### src/rtl/hazard_ctrl_if.sv
// Pipeline-control bundle between the MIPS pipe stages (master) and hazard_ctrl (slave).
// Carries the ID/EX hazard sources in and the stall/flush/redirect controls plus perf counters out.
interface hazard_ctrl_if #(
    parameter int REG_W = 5,
    parameter int PC_W  = 32,
    parameter int CNT_W = 16
);
    logic [REG_W-1:0] RsAddr_ID;
    logic             UseRs_ID;
    logic [REG_W-1:0] RtAddr_ID;
    logic             UseRt_ID;
    logic [REG_W-1:0] DstAddr_EX;
    logic             RegWrite_EX;
    logic             MemToReg_EX;
    logic             Stall_EX;
    logic             BranchTaken_EX;
    logic [PC_W-1:0]  RedirectPc_EX;

    logic             AnyStall;
    logic             Bubble_EX;
    logic             Flush_IF;
    logic             Flush_ID;
    logic             Redirect_IF;
    logic [PC_W-1:0]  RedirectPc_IF;
    logic [CNT_W-1:0] StallCnt;
    logic [CNT_W-1:0] FlushCnt;
    logic [CNT_W-1:0] CycleCnt;
    logic             Done;

    modport master (
        output RsAddr_ID, UseRs_ID, RtAddr_ID, UseRt_ID, DstAddr_EX,
               RegWrite_EX, MemToReg_EX, Stall_EX, BranchTaken_EX, RedirectPc_EX,
        input  AnyStall, Bubble_EX, Flush_IF, Flush_ID, Redirect_IF, RedirectPc_IF,
               StallCnt, FlushCnt, CycleCnt, Done
    );

    modport slave (
        input  RsAddr_ID, UseRs_ID, RtAddr_ID, UseRt_ID, DstAddr_EX,
               RegWrite_EX, MemToReg_EX, Stall_EX, BranchTaken_EX, RedirectPc_EX,
        output AnyStall, Bubble_EX, Flush_IF, Flush_ID, Redirect_IF, RedirectPc_IF,
               StallCnt, FlushCnt, CycleCnt, Done
    );
endinterface

### src/rtl/hazard_ctrl.sv
// Pipeline hazard controller: load-use stalls, EX busy hold, taken-branch flush/redirect,
// saturating performance counters and a sticky cycle-limit flag.
module hazard_ctrl #(
    parameter int REG_W       = 5,
    parameter int PC_W        = 32,
    parameter int LOAD_LAT    = 1,
    parameter int FLUSH_DEPTH = 1,
    parameter int CNT_W       = 16,
    parameter int MAX_CYCLES  = 17
) (
    input  logic          clk,
    input  logic          reset,
    hazard_ctrl_if.slave  ctrl_io
);

    localparam int LDC_W = (LOAD_LAT > 1) ? $clog2(LOAD_LAT + 1) : 1;
    localparam int FLC_W = (FLUSH_DEPTH > 1) ? $clog2(FLUSH_DEPTH + 1) : 1;
    localparam logic [CNT_W-1:0] CNT_MAX = '1;

    typedef enum logic [1:0] {
        RUN,
        LDUSE,
        BUSY,
        FLUSH
    } state_e;

    state_e           state_q, state_d;
    logic [LDC_W-1:0] ldRem_q, ldRem_d;
    logic [FLC_W-1:0] flRem_q, flRem_d;
    logic             redirect_q, redirect_d;
    logic [PC_W-1:0]  redirPc_q, redirPc_d;
    logic [CNT_W-1:0] stallCnt_q, stallCnt_d;
    logic [CNT_W-1:0] flushCnt_q, flushCnt_d;
    logic [CNT_W-1:0] cycleCnt_q, cycleCnt_d;
    logic             done_q, done_d;

    logic [REG_W-1:0] rsAddr, rtAddr, dstAddr;
    logic             hz;
    logic             br;
    logic             anyStall;
    logic             bubble;
    logic             flush;

    assign rsAddr  = ctrl_io.RsAddr_ID;
    assign rtAddr  = ctrl_io.RtAddr_ID;
    assign dstAddr = ctrl_io.DstAddr_EX;

    assign hz = ctrl_io.RegWrite_EX && ctrl_io.MemToReg_EX && (dstAddr != '0) &&
                ((ctrl_io.UseRs_ID && (rsAddr == dstAddr)) ||
                 (ctrl_io.UseRt_ID && (rtAddr == dstAddr)));

    // A busy EX stage cannot retire its branch, so the branch only counts once EX is free.
    assign br = ctrl_io.BranchTaken_EX && !ctrl_io.Stall_EX;

    // ldRem_q holds load-stall cycles still owed; it survives BUSY so the stall resumes afterwards.
    always_comb begin
        state_d    = state_q;
        ldRem_d    = ldRem_q;
        flRem_d    = flRem_q;
        redirect_d = 1'b0;
        redirPc_d  = redirPc_q;
        anyStall   = 1'b0;
        bubble     = 1'b0;
        flush      = 1'b0;

        if (br) begin
            flush      = 1'b1;
            ldRem_d    = '0;
            redirect_d = 1'b1;
            redirPc_d  = ctrl_io.RedirectPc_EX;
            if (FLUSH_DEPTH > 1) begin
                state_d = FLUSH;
                flRem_d = FLC_W'(FLUSH_DEPTH - 1);
            end else begin
                state_d = RUN;
                flRem_d = '0;
            end
        end else if (ctrl_io.Stall_EX) begin
            anyStall = 1'b1;
            state_d  = BUSY;
            flRem_d  = '0;
        end else if (ldRem_q != '0) begin
            anyStall = 1'b1;
            bubble   = 1'b1;
            ldRem_d  = ldRem_q - 1'b1;
            state_d  = (ldRem_q == LDC_W'(1)) ? RUN : LDUSE;
        end else if (state_q == FLUSH) begin
            flush   = 1'b1;
            flRem_d = flRem_q - 1'b1;
            state_d = (flRem_q == FLC_W'(1)) ? RUN : FLUSH;
        end else begin
            state_d = RUN;
            if (hz) begin
                anyStall = 1'b1;
                bubble   = 1'b1;
                if (LOAD_LAT > 1) begin
                    state_d = LDUSE;
                    ldRem_d = LDC_W'(LOAD_LAT - 1);
                end
            end
        end
    end

    always_comb begin
        stallCnt_d = stallCnt_q;
        flushCnt_d = flushCnt_q;
        cycleCnt_d = cycleCnt_q;
        if (anyStall && (stallCnt_q != CNT_MAX)) begin
            stallCnt_d = stallCnt_q + 1'b1;
        end
        if (br && (flushCnt_q != CNT_MAX)) begin
            flushCnt_d = flushCnt_q + 1'b1;
        end
        if (cycleCnt_q != CNT_MAX) begin
            cycleCnt_d = cycleCnt_q + 1'b1;
        end
        done_d = done_q || (32'(cycleCnt_d) == MAX_CYCLES);
    end

    always_ff @(posedge clk or posedge reset) begin
        if (reset) begin
            state_q    <= RUN;
            ldRem_q    <= '0;
            flRem_q    <= '0;
            redirect_q <= 1'b0;
            redirPc_q  <= '0;
            stallCnt_q <= '0;
            flushCnt_q <= '0;
            cycleCnt_q <= '0;
            done_q     <= 1'b0;
        end else begin
            state_q    <= state_d;
            ldRem_q    <= ldRem_d;
            flRem_q    <= flRem_d;
            redirect_q <= redirect_d;
            redirPc_q  <= redirPc_d;
            stallCnt_q <= stallCnt_d;
            flushCnt_q <= flushCnt_d;
            cycleCnt_q <= cycleCnt_d;
            done_q     <= done_d;
        end
    end

    // Combinational controls are forced low during reset so the pipe sees a clean idle at once.
    assign ctrl_io.AnyStall      = anyStall && !reset;
    assign ctrl_io.Bubble_EX     = bubble && !reset;
    assign ctrl_io.Flush_IF      = flush && !reset;
    assign ctrl_io.Flush_ID      = flush && !reset;
    assign ctrl_io.Redirect_IF   = redirect_q;
    assign ctrl_io.RedirectPc_IF = redirPc_q;
    assign ctrl_io.StallCnt      = stallCnt_q;
    assign ctrl_io.FlushCnt      = flushCnt_q;
    assign ctrl_io.CycleCnt      = cycleCnt_q;
    assign ctrl_io.Done          = done_q;

endmodule

### src/flat_wrapper.sv
// flat-port wrapper written by rule: the top's interface ports become plain ports
module hazard_ctrl_flat 
#(
    parameter int REG_W       = 5,
    parameter int PC_W        = 32,
    parameter int LOAD_LAT    = 1,
    parameter int FLUSH_DEPTH = 1,
    parameter int CNT_W       = 16,
    parameter int MAX_CYCLES  = 17
)
  (clk, reset, ctrl_io_RsAddr_ID, ctrl_io_UseRs_ID, ctrl_io_RtAddr_ID, ctrl_io_UseRt_ID, ctrl_io_DstAddr_EX, ctrl_io_RegWrite_EX, ctrl_io_MemToReg_EX, ctrl_io_Stall_EX, ctrl_io_BranchTaken_EX, ctrl_io_RedirectPc_EX, ctrl_io_AnyStall, ctrl_io_Bubble_EX, ctrl_io_Flush_IF, ctrl_io_Flush_ID, ctrl_io_Redirect_IF, ctrl_io_RedirectPc_IF, ctrl_io_StallCnt, ctrl_io_FlushCnt, ctrl_io_CycleCnt, ctrl_io_Done);
  hazard_ctrl_if #(.REG_W(REG_W), .PC_W(PC_W), .CNT_W(CNT_W)) ctrl_io_i ();
  input  logic clk;
  input  logic reset;
  input wire logic [$bits(ctrl_io_i.RsAddr_ID)-1:0] ctrl_io_RsAddr_ID;
  input wire logic [$bits(ctrl_io_i.UseRs_ID)-1:0] ctrl_io_UseRs_ID;
  input wire logic [$bits(ctrl_io_i.RtAddr_ID)-1:0] ctrl_io_RtAddr_ID;
  input wire logic [$bits(ctrl_io_i.UseRt_ID)-1:0] ctrl_io_UseRt_ID;
  input wire logic [$bits(ctrl_io_i.DstAddr_EX)-1:0] ctrl_io_DstAddr_EX;
  input wire logic [$bits(ctrl_io_i.RegWrite_EX)-1:0] ctrl_io_RegWrite_EX;
  input wire logic [$bits(ctrl_io_i.MemToReg_EX)-1:0] ctrl_io_MemToReg_EX;
  input wire logic [$bits(ctrl_io_i.Stall_EX)-1:0] ctrl_io_Stall_EX;
  input wire logic [$bits(ctrl_io_i.BranchTaken_EX)-1:0] ctrl_io_BranchTaken_EX;
  input wire logic [$bits(ctrl_io_i.RedirectPc_EX)-1:0] ctrl_io_RedirectPc_EX;
  output wire logic [$bits(ctrl_io_i.AnyStall)-1:0] ctrl_io_AnyStall;
  output wire logic [$bits(ctrl_io_i.Bubble_EX)-1:0] ctrl_io_Bubble_EX;
  output wire logic [$bits(ctrl_io_i.Flush_IF)-1:0] ctrl_io_Flush_IF;
  output wire logic [$bits(ctrl_io_i.Flush_ID)-1:0] ctrl_io_Flush_ID;
  output wire logic [$bits(ctrl_io_i.Redirect_IF)-1:0] ctrl_io_Redirect_IF;
  output wire logic [$bits(ctrl_io_i.RedirectPc_IF)-1:0] ctrl_io_RedirectPc_IF;
  output wire logic [$bits(ctrl_io_i.StallCnt)-1:0] ctrl_io_StallCnt;
  output wire logic [$bits(ctrl_io_i.FlushCnt)-1:0] ctrl_io_FlushCnt;
  output wire logic [$bits(ctrl_io_i.CycleCnt)-1:0] ctrl_io_CycleCnt;
  output wire logic [$bits(ctrl_io_i.Done)-1:0] ctrl_io_Done;
  assign ctrl_io_i.RsAddr_ID = ctrl_io_RsAddr_ID;
  assign ctrl_io_i.UseRs_ID = ctrl_io_UseRs_ID;
  assign ctrl_io_i.RtAddr_ID = ctrl_io_RtAddr_ID;
  assign ctrl_io_i.UseRt_ID = ctrl_io_UseRt_ID;
  assign ctrl_io_i.DstAddr_EX = ctrl_io_DstAddr_EX;
  assign ctrl_io_i.RegWrite_EX = ctrl_io_RegWrite_EX;
  assign ctrl_io_i.MemToReg_EX = ctrl_io_MemToReg_EX;
  assign ctrl_io_i.Stall_EX = ctrl_io_Stall_EX;
  assign ctrl_io_i.BranchTaken_EX = ctrl_io_BranchTaken_EX;
  assign ctrl_io_i.RedirectPc_EX = ctrl_io_RedirectPc_EX;
  assign ctrl_io_AnyStall = ctrl_io_i.AnyStall;
  assign ctrl_io_Bubble_EX = ctrl_io_i.Bubble_EX;
  assign ctrl_io_Flush_IF = ctrl_io_i.Flush_IF;
  assign ctrl_io_Flush_ID = ctrl_io_i.Flush_ID;
  assign ctrl_io_Redirect_IF = ctrl_io_i.Redirect_IF;
  assign ctrl_io_RedirectPc_IF = ctrl_io_i.RedirectPc_IF;
  assign ctrl_io_StallCnt = ctrl_io_i.StallCnt;
  assign ctrl_io_FlushCnt = ctrl_io_i.FlushCnt;
  assign ctrl_io_CycleCnt = ctrl_io_i.CycleCnt;
  assign ctrl_io_Done = ctrl_io_i.Done;
  hazard_ctrl #(.REG_W(REG_W), .PC_W(PC_W), .LOAD_LAT(LOAD_LAT), .FLUSH_DEPTH(FLUSH_DEPTH), .CNT_W(CNT_W), .MAX_CYCLES(MAX_CYCLES)) u_core (.clk(clk), .reset(reset), .ctrl_io(ctrl_io_i));
endmodule
### config.mk
export PLATFORM = sky130hd
export DESIGN_NAME = hazard_ctrl_flat
export DESIGN_NICKNAME = d
export VERILOG_FILES = /design/src/rtl/hazard_ctrl_if.sv /design/src/rtl/hazard_ctrl.sv /design/src/flat_wrapper.sv
export SDC_FILE = /design/constraint.sdc
export NUM_CORES = 1
export LEC_CHECK = 0
export ABC_AREA = 1
export BUFFER_PORTS_ARGS = -buffer_cell sky130_fd_sc_hd__buf_2
export CORE_MARGIN = 5
export CORE_UTILIZATION = 35
export DETAILED_ROUTE_END_ITERATION = 12
export HOLD_SLACK_MARGIN = 0.1
export PLACE_DENSITY = 0.56
export SLEW_MARGIN = 25
export SYNTH_ARGS = -nofsm -noshare
export SYNTH_HDL_FRONTEND = slang
export SYNTH_SLANG_ARGS = --single-unit
### constraint.sdc
create_clock -name clk -period 4.9 [get_ports clk]
set_clock_uncertainty 0.15 [all_clocks]
set_input_delay 0.98 -clock clk [delete_from_list [all_inputs] [get_ports clk]]
set_output_delay 0.98 -clock clk [all_outputs]
set_load 0.01 [all_outputs]
==> results_dict.tcl, run 1 <==
set metrics [dict create \
    status "finished, final reports clean" \
    start_util_pct 35.2 \
    peakVddDrop_mv 0.132 \
    critPathBufInv 4 \
    synth_cell_types 34 \
    power.total_mw 1.92 \
    cts_resized 0 \
    grt-ovfl-total 0 \
    viasPerCell 4.55 \
    htreeDepth 3 \
    drc_errors 0 \
    drt_first_pass_iters 4 \
    power_frac_comb_pct 16.3 \
    antenna_found_initial 1 \
    slew_viol_final 0 \
    synth.ff_latch_count 85 \
    postRouteAntennaNets 0 \
    cp_data_arrival_time_ps 2140 \
    die_h_um 122 \
    place_area_um2 5270 \
    power_density_nw_per_um2 343 \
    synth_common_cells "nand2_1, dfrtp_1, nand3_1, inv_1, nor2_1" \
    ys_seq_area_share_pct 48.4 \
    netlist.area_leader.share_pct 48.4 \
    p_int_mw 1.37 \
    die-area_um2 14900 \
    pwr-share-clk_pct 39.0 \
    ios 141 \
    rr_endpoint "u_core.ctrl_io.Done" \
    dr.first_iter.drc_count 250 \
    register_area_um2 2130 \
    finalWorstPathRequiredPeriod_ps 3270 \
    dp_hpwl_um 8480 \
    syn-cell-area_um2 4390 \
    tightestPinTransition_ps 913 \
    ys_async_sr_fraction_pct 100 \
    finalHoldViolCount 0 \
    startpoint "reset" \
    fin_area_um2 5590 \
    cp_common_cell "buf_2" \
    syn_area_per_cell_um2 7.93 \
    path_cells "buf_2 > clkinv_2 > nand3_1 > inv_1 > buf_2" \
    coreArea_um2 12500 \
    finalWeightedCongestion 0.828 \
    post_cts_buffers 0 \
    grt_pass1_wl_um 19100 \
    cp_top_family "buffers and inverters" \
    timing.rr.start "u_core.ctrl_io.CycleCnt[0]" \
    power_leakage_nw 3.08 \
    rsz0062_at_grt "false" \
    grt_usage_pct 16.0 \
    cts_tree "built" \
    clkSlewWorstSetupHoldPaths_ps 60 \
    synth-edff-count 0 \
    fmaxAchievable_ghz 0.305 \
    synth_area_leaders "dfrtp_1, nand2_1, nand3_1" \
    finish.utilization_pct 44.9 \
    hp-start "u_core.ctrl_io.Done" \
    power.share.switching_pct 28.6 \
    antenna_cells 0 \
    power_frac_seq_pct 44.7 \
    wl_per_cell_um 13.0 \
    cts_sinks 85 \
    grt_pass1_vias 3931 \
    syn_nets 612 \
    clock_latency_ps 340 \
    grt_max_degree 45 \
    crit_path_max_incr_delay_ps 550 \
    syn_to_final_growth_pct 27.3 \
    numCtsBuffers 9 \
    start_kind "primary input" \
    holdPathStages 2 \
    wirelength_um 11400 \
    drive_gt1_share_pct 26.7 \
    p_sw_mw 0.548 \
    ff2ff_setup_slack_ps 2530 \
    crit_fanout 43 \
    critPathSlowestCell "clkinv_2" \
    cts_max_path_buffers 2 \
    ff2ff_path_depth 10 \
    synthCells 554 \
    holdPathEnd "u_core.ctrl_io.Done" \
    fin_crit_sh_pct 66.8 \
    path_class "primary input to output pin" \
    end_kind "output pin" \
    slew_headroom_pct 38.7 \
    num_vias 3975 \
    hold_path.class "flip-flop to flip-flop" \
    nFillCells 1264 \
    portBuffers 140 \
    hold_buffers 0 \
    required_ps 3770 \
    ys.flop_type "dfrtp_1" \
    layout.nets 754 \
    synth_top_cell_by_area "dfrtp_1" \
    setup_tns_ps 0 \
    multi_input_area_um2 2020 \
    yosysMostFrequentCell "nand2_1" \
    die_x_um 122 \
    maxCapViolCount 0 \
    cts_root_buf "clkbuf_16" \
    finalSetupViolCount 0 \
    yosysWarnings 0 \
    rows 41 \
]
per-layer routing:
metal  track usage [%]  part of all wire (%)  vias up
met5                 0                  0.18        -
met3              4.74                   6.5       14
met4              5.25                   1.5        2
li1                  -                     -     2032
met2              26.1                    47       95
met1              20.4                    45     1832
worst reg2reg max path: cells and delay by family, from the launching register on:
family,cells,cell delay [ps]
buffers and inverters,1,150
AND/OR/NAND/NOR,8,1230
flip-flops,1,440
adder cells (fa/ha/maj),1,280
state kept, by name, indices dropped and copies added (netlist names):
register and flops:
u_core.ctrl_io.CycleCnt 16, u_core.ctrl_io.Done 1, u_core.ctrl_io.FlushCnt 16, u_core.ctrl_io.RedirectPc_IF 32, u_core.ctrl_io.Redirect_IF 1, u_core.ctrl_io.StallCnt 16
u_core.flRem_q 1, u_core.state_q 2
metrics by stage:
step,instances,hold slack (ps),setup slack (ps)
after floorplan,554,333,518
after global placement,857,297,1540
after detailed placement,857,303,1530
after CTS,873,320,1530
after global routing,873,333,1340
final,873,316,1630
cells by family after synthesis:
group,after synthesis,share of synthesized area [%]
flip-flops,85,48.4
XOR/XNOR,35,7.15
buffers and inverters,60,5.53
AO/OA/AOI/OAI,13,1.60
AND/OR/NAND/NOR,358,36.5
adder cells (fa/ha/maj),3,0.855
cell usage in the layout, fill, tap and decap left out, types with 2 or more instances in the layout:
| master | count |
|---|---|
| a21oi_1 | 2 |
| nor4_1 | 2 |
| nand2_4 | 3 |
| nand4_1 | 12 |
| dfrtp_1 | 85 |
| or2_2 | 3 |
| nor2_1 | 41 |
| o21ai_1 | 2 |
| o21ai_0 | 7 |
| nor3_1 | 13 |
| nor2_2 | 7 |
| nand2_1 | 211 |
| buf_4 | 2 |
| ha_1 | 3 |
| nand2_2 | 3 |
| clkinvlp_4 | 2 |
| nand3_1 | 53 |
| xor2_1 | 25 |
| buf_2 | 140 |
| clkbuf_16 | 9 |
| nand3b_1 | 2 |
| inv_1 | 43 |
| nand3_2 | 2 |
| bufinv_16 | 2 |
| inv_2 | 4 |
| xnor2_1 | 9 |
power by group through the flow:
stage / combinational [mW] / sequential (mW) / clock [mW]
after global routing: 0.353 / 0.870 / 0.792
final: 0.313 / 0.856 / 0.748
after global placement: 0.316 / 0.867 / 0
after CTS: 0.321 / 0.858 / 0.768
after detailed placement: 0.322 / 0.868 / 0
after floorplan: 0.146 / 0.892 / 0
worst max-delay path by stage:
stage	slack, ps	to	depth (start not counted)
after floorplan	520	ctrl_io_Flush_IF	4
after global placement	1540	ctrl_io_Flush_ID	5
after detailed placement	1530	ctrl_io_Flush_ID	5
after CTS	1530	ctrl_io_Flush_ID	5
after global routing	1340	ctrl_io_Flush_ID	5
final	1630	ctrl_io_Flush_ID	5
layout make-up:
| class | count | area share (%) |
|---|---|---|
| Clock buffer | 11 | 4.34 |
| Clock inverter | 5 | 1.50 |
| Multi-Input combinational cell | 409 | 36.2 |
| Tap cell | 172 | 3.85 |
| Inverter | 49 | 3.31 |
| Sequential cell | 85 | 38.0 |
| Timing Repair Buffer | 142 | 12.8 |
(Power assumes the default switching activity.)
==> run 2, diff against run 1 <==
--- a/config.mk
+++ b/config.mk
@@ -11,7 +11,7 @@
 export CORE_UTILIZATION = 35
 export DETAILED_ROUTE_END_ITERATION = 12
 export HOLD_SLACK_MARGIN = 0.1
-export PLACE_DENSITY = 0.56
+export PLACE_DENSITY = 0.58
 export SLEW_MARGIN = 25
 export SYNTH_ARGS = -nofsm -noshare
 export SYNTH_HDL_FRONTEND = slang
==> constraint.sdc (replaced) <==
create_clock -name clk -period 2.6 [get_ports clk]
set_clock_uncertainty 0.15 [all_clocks]
set_input_delay 0.52 -clock clk [delete_from_list [all_inputs] [get_ports clk]]
set_output_delay 0.52 -clock clk [all_outputs]
set_load 0.01 [all_outputs]
==> run 2 against run 1 <==
  * Final area fell by 0.51%
  * Cell count fell by 0.23%
  * Clock power rose by 63%
  * Count of clock-buffer cells in the layout did not move
  * Critical path type unchanged
  * Largest cell class unchanged
==> results_dict.tcl, run 2 (synthesized netlist as in run 1, its figures left out) <==
set metrics [dict create \
    maxCapViolCount 0 \
    wirelength_um 11300 \
    wl_per_cell_um 13.0 \
    power.total_mw 3.43 \
    cts_sinks 85 \
    required_ps 1930 \
    drc_errors 0 \
    numCtsBuffers 9 \
    drt_first_pass_iters 4 \
    slew_viol_final 0 \
    fin_area_um2 5560 \
    critPathSlowestCell "xor2_1" \
    hold_slack_ps 205 \
    hold_path.class "primary input to async pin" \
    finish.utilization_pct 44.6 \
    portBuffers 140 \
    crit_path_max_incr_delay_ps 160 \
    grt_pass1_vias 3952 \
    finalSetupViolCount 0 \
    cts_resized 0 \
    coreArea_um2 12500 \
    postRouteAntennaNets 0 \
    post_cts_buffers 0 \
    drive_gt1_share_pct 26.6 \
    busiest_layer "met2" \
    cp_data_arrival_time_ps 1470 \
    path_cells "buf_2 > xor2_1 > nor2_1 > nand3_1 > nand2_1 > nand3_1 > a21oi_1 > buf_2" \
    rows 41 \
    met3_usage_pct 4.55 \
    ios 141 \
    antenna_found_initial 0 \
    final_common_cell "nand2_1" \
    nFillCells 1310 \
    finalWorstSetupSlack_ps 455 \
    start_kind "primary input" \
    dr.first_iter.drc_count 233 \
    power_density_nw_per_um2 616 \
    htreeDepth 3 \
    cts_root_buf "clkbuf_16" \
    dp_slack_ps 446 \
    die-area_um2 14900 \
    ff2ff_path_depth 7 \
    grt_usage_pct 15.8 \
    slew_headroom_pct 40.2 \
    use_met1_pct 20.6 \
    clkSlewWorstSetupHoldPaths_ps 60 \
    cts_tree "built" \
    cts_max_path_buffers 2 \
    die_x_um 122 \
    hold_buffers 0 \
    grt-ovfl-total 0 \
    end_kind "output pin" \
    start_util_pct 35.2 \
    power_leakage_nw 3.05 \
    place_area_um2 5290 \
    fin_crit_sh_pct 82.5 \
    grt_max_degree 86 \
    crit_fanout 3 \
    timing.rr.start "u_core.ctrl_io.StallCnt[0]" \
    grt_pass1_wl_um 18900 \
    rr_endpoint "u_core.ctrl_io.StallCnt[15]" \
    dp_cells 858 \
    finalWorstPathRequiredPeriod_ps 2140 \
    finalNonFillerCells 871 \
    setup_tns_ps 0 \
    dp_hpwl_um 8480 \
    rsz0062_at_grt "false" \
    largest_reg_flops 32 \
    die_h_um 122 \
    grtUsageMet2_pct 25.3 \
    ff2ff_setup_slack_ps 570 \
    finalHoldViolCount 0 \
    status "finished, final reports clean" \
    syn_to_final_growth_pct 26.7 \
    final_cell_mix "nand2_1, buf_2, dfrtp_1" \
    viasPerCell 4.60 \
    finalWeightedCongestion 0.822 \
    path_class "primary input to output pin" \
    peakVddDrop_mv 0.320 \
    num_vias 4008 \
    clock_latency_ps 330 \
    antenna_cells 0 \
    layout.nets 755 \
    tightestPinTransition_ps 891 \
    fmaxAchievable_ghz 0.466 \
]
==> run 2: cell types whose count changed in the layout (fill, tap and decap cells not counted), sizes merged <==
cell / delta
clkinv: -2
bufinv: -1
buf: +1
==> run 2: area by class of cell <==
class	instances	area, um2	share of cell area, %
clock buffers	11	233	4.18
clock inverters	2	37.5	0.675
inverters	49	188	3.37
well taps	172	215	3.87
flip-flops and latches	85	2130	38.2
multi-input cells	409	2030	36.5
repair buffers	143	736	13.2
==> run 2: how the worst max path moves through the flow <==
stage                                            to             startpoint  slack [ps]
floorplan                          ctrl_io_Flush_IF                  reset        -200
global placement                   ctrl_io_AnyStall  ctrl_io_DstAddr_EX[4]         450
CTS                                ctrl_io_AnyStall  ctrl_io_DstAddr_EX[3]         450
finish                             ctrl_io_AnyStall  ctrl_io_DstAddr_EX[3]         460
detailed placement       u_core.ctrl_io.StallCnt[2]  ctrl_io_DstAddr_EX[3]         450
global route        u_core.ctrl_io.RedirectPc_IF[3]       ctrl_io_Stall_EX         280
==> run 2: report_power, final <==
part | internal (mW) | total (mW) | switching [mW]
clock | 0.729 | 1.22 | 0.487
combinational | 0.247 | 0.596 | 0.349
sequential | 1.47 | 1.62 | 0.150
==> run 2: metal layers <==
metal	vias to the layer above	share of wire (%)
li1	2028	-
met1	1856	44
met2	105	47
met3	19	6.8
met4	0	1.8
met5	-	0
==> run 2: worst max-delay path: cells and delay by family <==
family / cells / cell delay (ps)
AOI/OAI and AO/OA: 1 / 140
xor gates and xnor gates: 1 / 160
buffers and inverters: 2 / 270
and+or+nand+nor: 4 / 390
==> run 3, diff against run 2 <==
--- a/config.mk
+++ b/config.mk
@@ -5,13 +5,13 @@
 export SDC_FILE = /design/constraint.sdc
 export NUM_CORES = 1
 export LEC_CHECK = 0
-export ABC_AREA = 1
+export ABC_AREA = 0
 export BUFFER_PORTS_ARGS = -buffer_cell sky130_fd_sc_hd__buf_2
 export CORE_MARGIN = 5
 export CORE_UTILIZATION = 35
 export DETAILED_ROUTE_END_ITERATION = 12
 export HOLD_SLACK_MARGIN = 0.1
-export PLACE_DENSITY = 0.58
+export PLACE_DENSITY = 0.59
 export SLEW_MARGIN = 25
 export SYNTH_ARGS = -nofsm -noshare
 export SYNTH_HDL_FRONTEND = slang
==> constraint.sdc (replaced) <==
create_clock -name clk -period 1.8 [get_ports clk]
set_clock_uncertainty 0.15 [all_clocks]
set_input_delay 0.36 -clock clk [delete_from_list [all_inputs] [get_ports clk]]
set_output_delay 0.36 -clock clk [all_outputs]
set_load 0.01 [all_outputs]
==> run 3 against run 2 <==
  * The run now ends with setup timing left
  * Worst setup slack worse by 710 ps
  * Flip-flop and latch count is the same
  * Hold slack worse by 92 ps
  * Die area is 8.5% lower
  * First-iteration DRC count shrank 37%
  * Power grew 63%
  * Final area is 17% higher
  * Register-to-register slack worse by 780 ps
  * Largest power group unchanged
==> results_dict.tcl, run 3 <==
set metrics [dict create \
    status "finished, violations left" \
    violations "setup timing" \
    viasPerCell 4.82 \
    syn_area_per_cell_um2 11.7 \
    slew_headroom_pct 78.2 \
    coreArea_um2 11300 \
    syn-cell-area_um2 3990 \
    finish.utilization_pct 57.8 \
    fmaxAchievable_ghz 0.487 \
    hold_path.class "primary input to flip-flop" \
    maxCapViolCount 0 \
    yosysWarnings 0 \
    grt-ovfl-total 0 \
    crit_fanout 2 \
    power.share.switching_pct 28.7 \
    synth_cell_types 48 \
    p_sw_mw 1.60 \
    synthCells 341 \
    layout.nets 661 \
    finalSetupViolCount 18 \
    postRouteAntennaNets 0 \
    synth_common_cells "dfrtp_1, mux2_2, nand2_1, xnor2_1, xor2_1" \
    htreeDepth 3 \
    numCtsBuffers 9 \
    drive_gt1_share_pct 56.9 \
    wirelength_um 11300 \
    nFillCells 953 \
    grt_pass1_vias 3886 \
    power_density_nw_per_um2 858 \
    finalWeightedCongestion 0.820 \
    cts_tree "built" \
    antenna_found_initial 0 \
    yosysMostFrequentCell "dfrtp_1" \
    fin_area_um2 6520 \
    synth_area_leaders "dfrtp_1, mux2_2, xnor2_1" \
    ys.flop_type "dfrtp_1" \
    place_area_um2 5570 \
    start_kind "flip-flop" \
    final_cell_mix "buf_2, buf_4, dfrtp_1" \
    slew_viol_final 0 \
    die_x_um 117 \
    antenna_cells 0 \
    rows 39 \
    cp_data_arrival_time_ps 1550 \
    start_util_pct 35.4 \
    grt_usage_pct 17.3 \
    syn_to_final_growth_pct 63.5 \
    portBuffers 140 \
    path_class "flip-flop to output pin" \
    finalHoldViolCount 0 \
    synth-edff-count 0 \
    final_common_cell "buf_2" \
    power.total_mw 5.59 \
    wl_per_cell_um 15.0 \
    clkSlewWorstSetupHoldPaths_ps 60 \
    power_frac_comb_pct 25.3 \
    end_kind "output pin" \
    dp_hpwl_um 7990 \
    ys_seq_area_share_pct 53.4 \
    peakVddDrop_mv 0.648 \
    finalWorstSetupSlack_ps -255 \
    synth.ff_latch_count 85 \
    required_ps 1290 \
    synth_top_cell_by_area "dfrtp_1" \
    cts_max_path_buffers 2 \
    cts_root_buf "clkbuf_16" \
    grt_max_degree 44 \
    drc_errors 0 \
    power_leakage_nw 3.13 \
    ys_async_sr_fraction_pct 100 \
    syn_nets 399 \
    num_vias 3620 \
    drt_first_pass_iters 4 \
    power_frac_seq_pct 42.5 \
    setup_tns_ps -2390 \
    die_h_um 117 \
    fin_crit_sh_pct 114 \
    tightestPinTransition_ps 324 \
    netlist.area_leader.share_pct 53.4 \
    dr.first_iter.drc_count 146 \
    p_int_mw 3.99 \
    ios 141 \
    die-area_um2 13600 \
    rsz0062_at_grt "true" \
    finalWorstPathRequiredPeriod_ps 2060 \
    clock_latency_ps 340 \
    cts_sinks 85 \
    pwr-share-clk_pct 32.3 \
    largest_reg_flops 32 \
    grt_pass1_wl_um 18700 \
]
run 3: cell types whose count changed after synthesis, moves of 5 or more:
cell / delta
clkbuf_1: -5
nor2_1: -28
nor2_2: -6
nand2_1: -184
nor4_1: +6
mux2_2: +37
xnor2_1: +15
and3_1: +5
and4_1: +6
inv_1: -37
nand3_1: -38
run 3: critical path, stage by stage (launching register included):
cell and delay [ps]:
dfrtp_1 390, a21oi_2 160, nand3_1 100, a21oi_2 140, buf_4 140, a21oi_4 60
nor2_1 100, buf_2 140
run 3: path summary, 6_finish.rpt:
kind / start / end / slack (ps) / cells past startpoint
max in group asynchronous: reset / u_core.ctrl_io.FlushCnt[4] / 590 / 4
worst max-delay path: u_core.state_q[1] / ctrl_io_AnyStall / -260 / 7
min in group asynchronous: reset / u_core.state_q[1] / 430 / 3
worst min-delay path: ctrl_io_RedirectPc_EX[20] / u_core.ctrl_io.RedirectPc_IF[20] / 110 / 2
worst min register to register: u_core.flRem_q / u_core.state_q[0] / 330 / 1
worst max register to register: u_core.state_q[1] / u_core.ctrl_io.StallCnt[12] / -210 / 8
run 3: area by class of cell:
cell class | instances | area, um2 | area share (%)
Timing Repair Buffer | 260 | 1740 | 26.7
Clock inverter | 4 | 50.0 | 0.768
Clock buffer | 12 | 236 | 3.63
Multi-Input combinational cell | 239 | 2140 | 32.8
Inverter | 8 | 33.8 | 0.518
Sequential cell | 85 | 2140 | 32.8
Tap cell | 143 | 179 | 2.75
run 3: repair_timing:
item | in CTS | in global routing
gates cloned | 1 | 0
endpoints found under the hold margin | 103 | 0
endpoints found under the setup margin | 27 | 40
gates resized for setup | 25 | 27
pin swaps | 17 | 19
buffers inserted | 7 | 8
hold buffers | 29 | 0
run 3: logic make-up (layout without fill, tap and decap cells):
| logic type | Yosys count | after routing | share of synthesized area, % |
|---|---|---|---|
| adders and majority gates | 3 | 3 | 0.942 |
| and+or+nand+nor | 123 | 123 | 17.7 |
| DFF | 85 | 85 | 53.4 |
| AOI/OAI and AO/OA | 27 | 27 | 4.52 |
| xor gates and xnor gates | 45 | 45 | 9.89 |
| muxes | 41 | 41 | 11.6 |
| buffers and inverters | 17 | 284 | 1.98 |
run 3: power by group through the flow:
stage          sequential, mW  combinational [mW]  clock [mW]
6_report                 2.37                1.41        1.80
5_1_grt                  2.41                1.55        1.95
4_1_cts                  2.37                1.41        1.87
3_5_place_dp             2.40                1.33           0
3_3_place_gp             2.39                1.30           0
2_1_floorplan            2.57               0.459           0
run 3: through the flow:
| stage | instances | hold slack [ps] | setup slack (ps) |
|---|---|---|---|
| final | 751 | 114 | -255 |
| after global routing | 751 | 101 | -320 |
| after CTS | 743 | 106 | -250 |
| after detailed placement | 691 | 181 | -291 |
| after global placement | 691 | 177 | -202 |
| after floorplan | 341 | 283 | -80.3 |
run 3: layer usage:
layer	global-route usage [%]	vias up	wire (um)
met5	0	-	0
met4	6.27	0	181
met3	4.35	12	742
met2	28.6	94	5750
met1	21.9	1774	4600
li1	-	1740	-
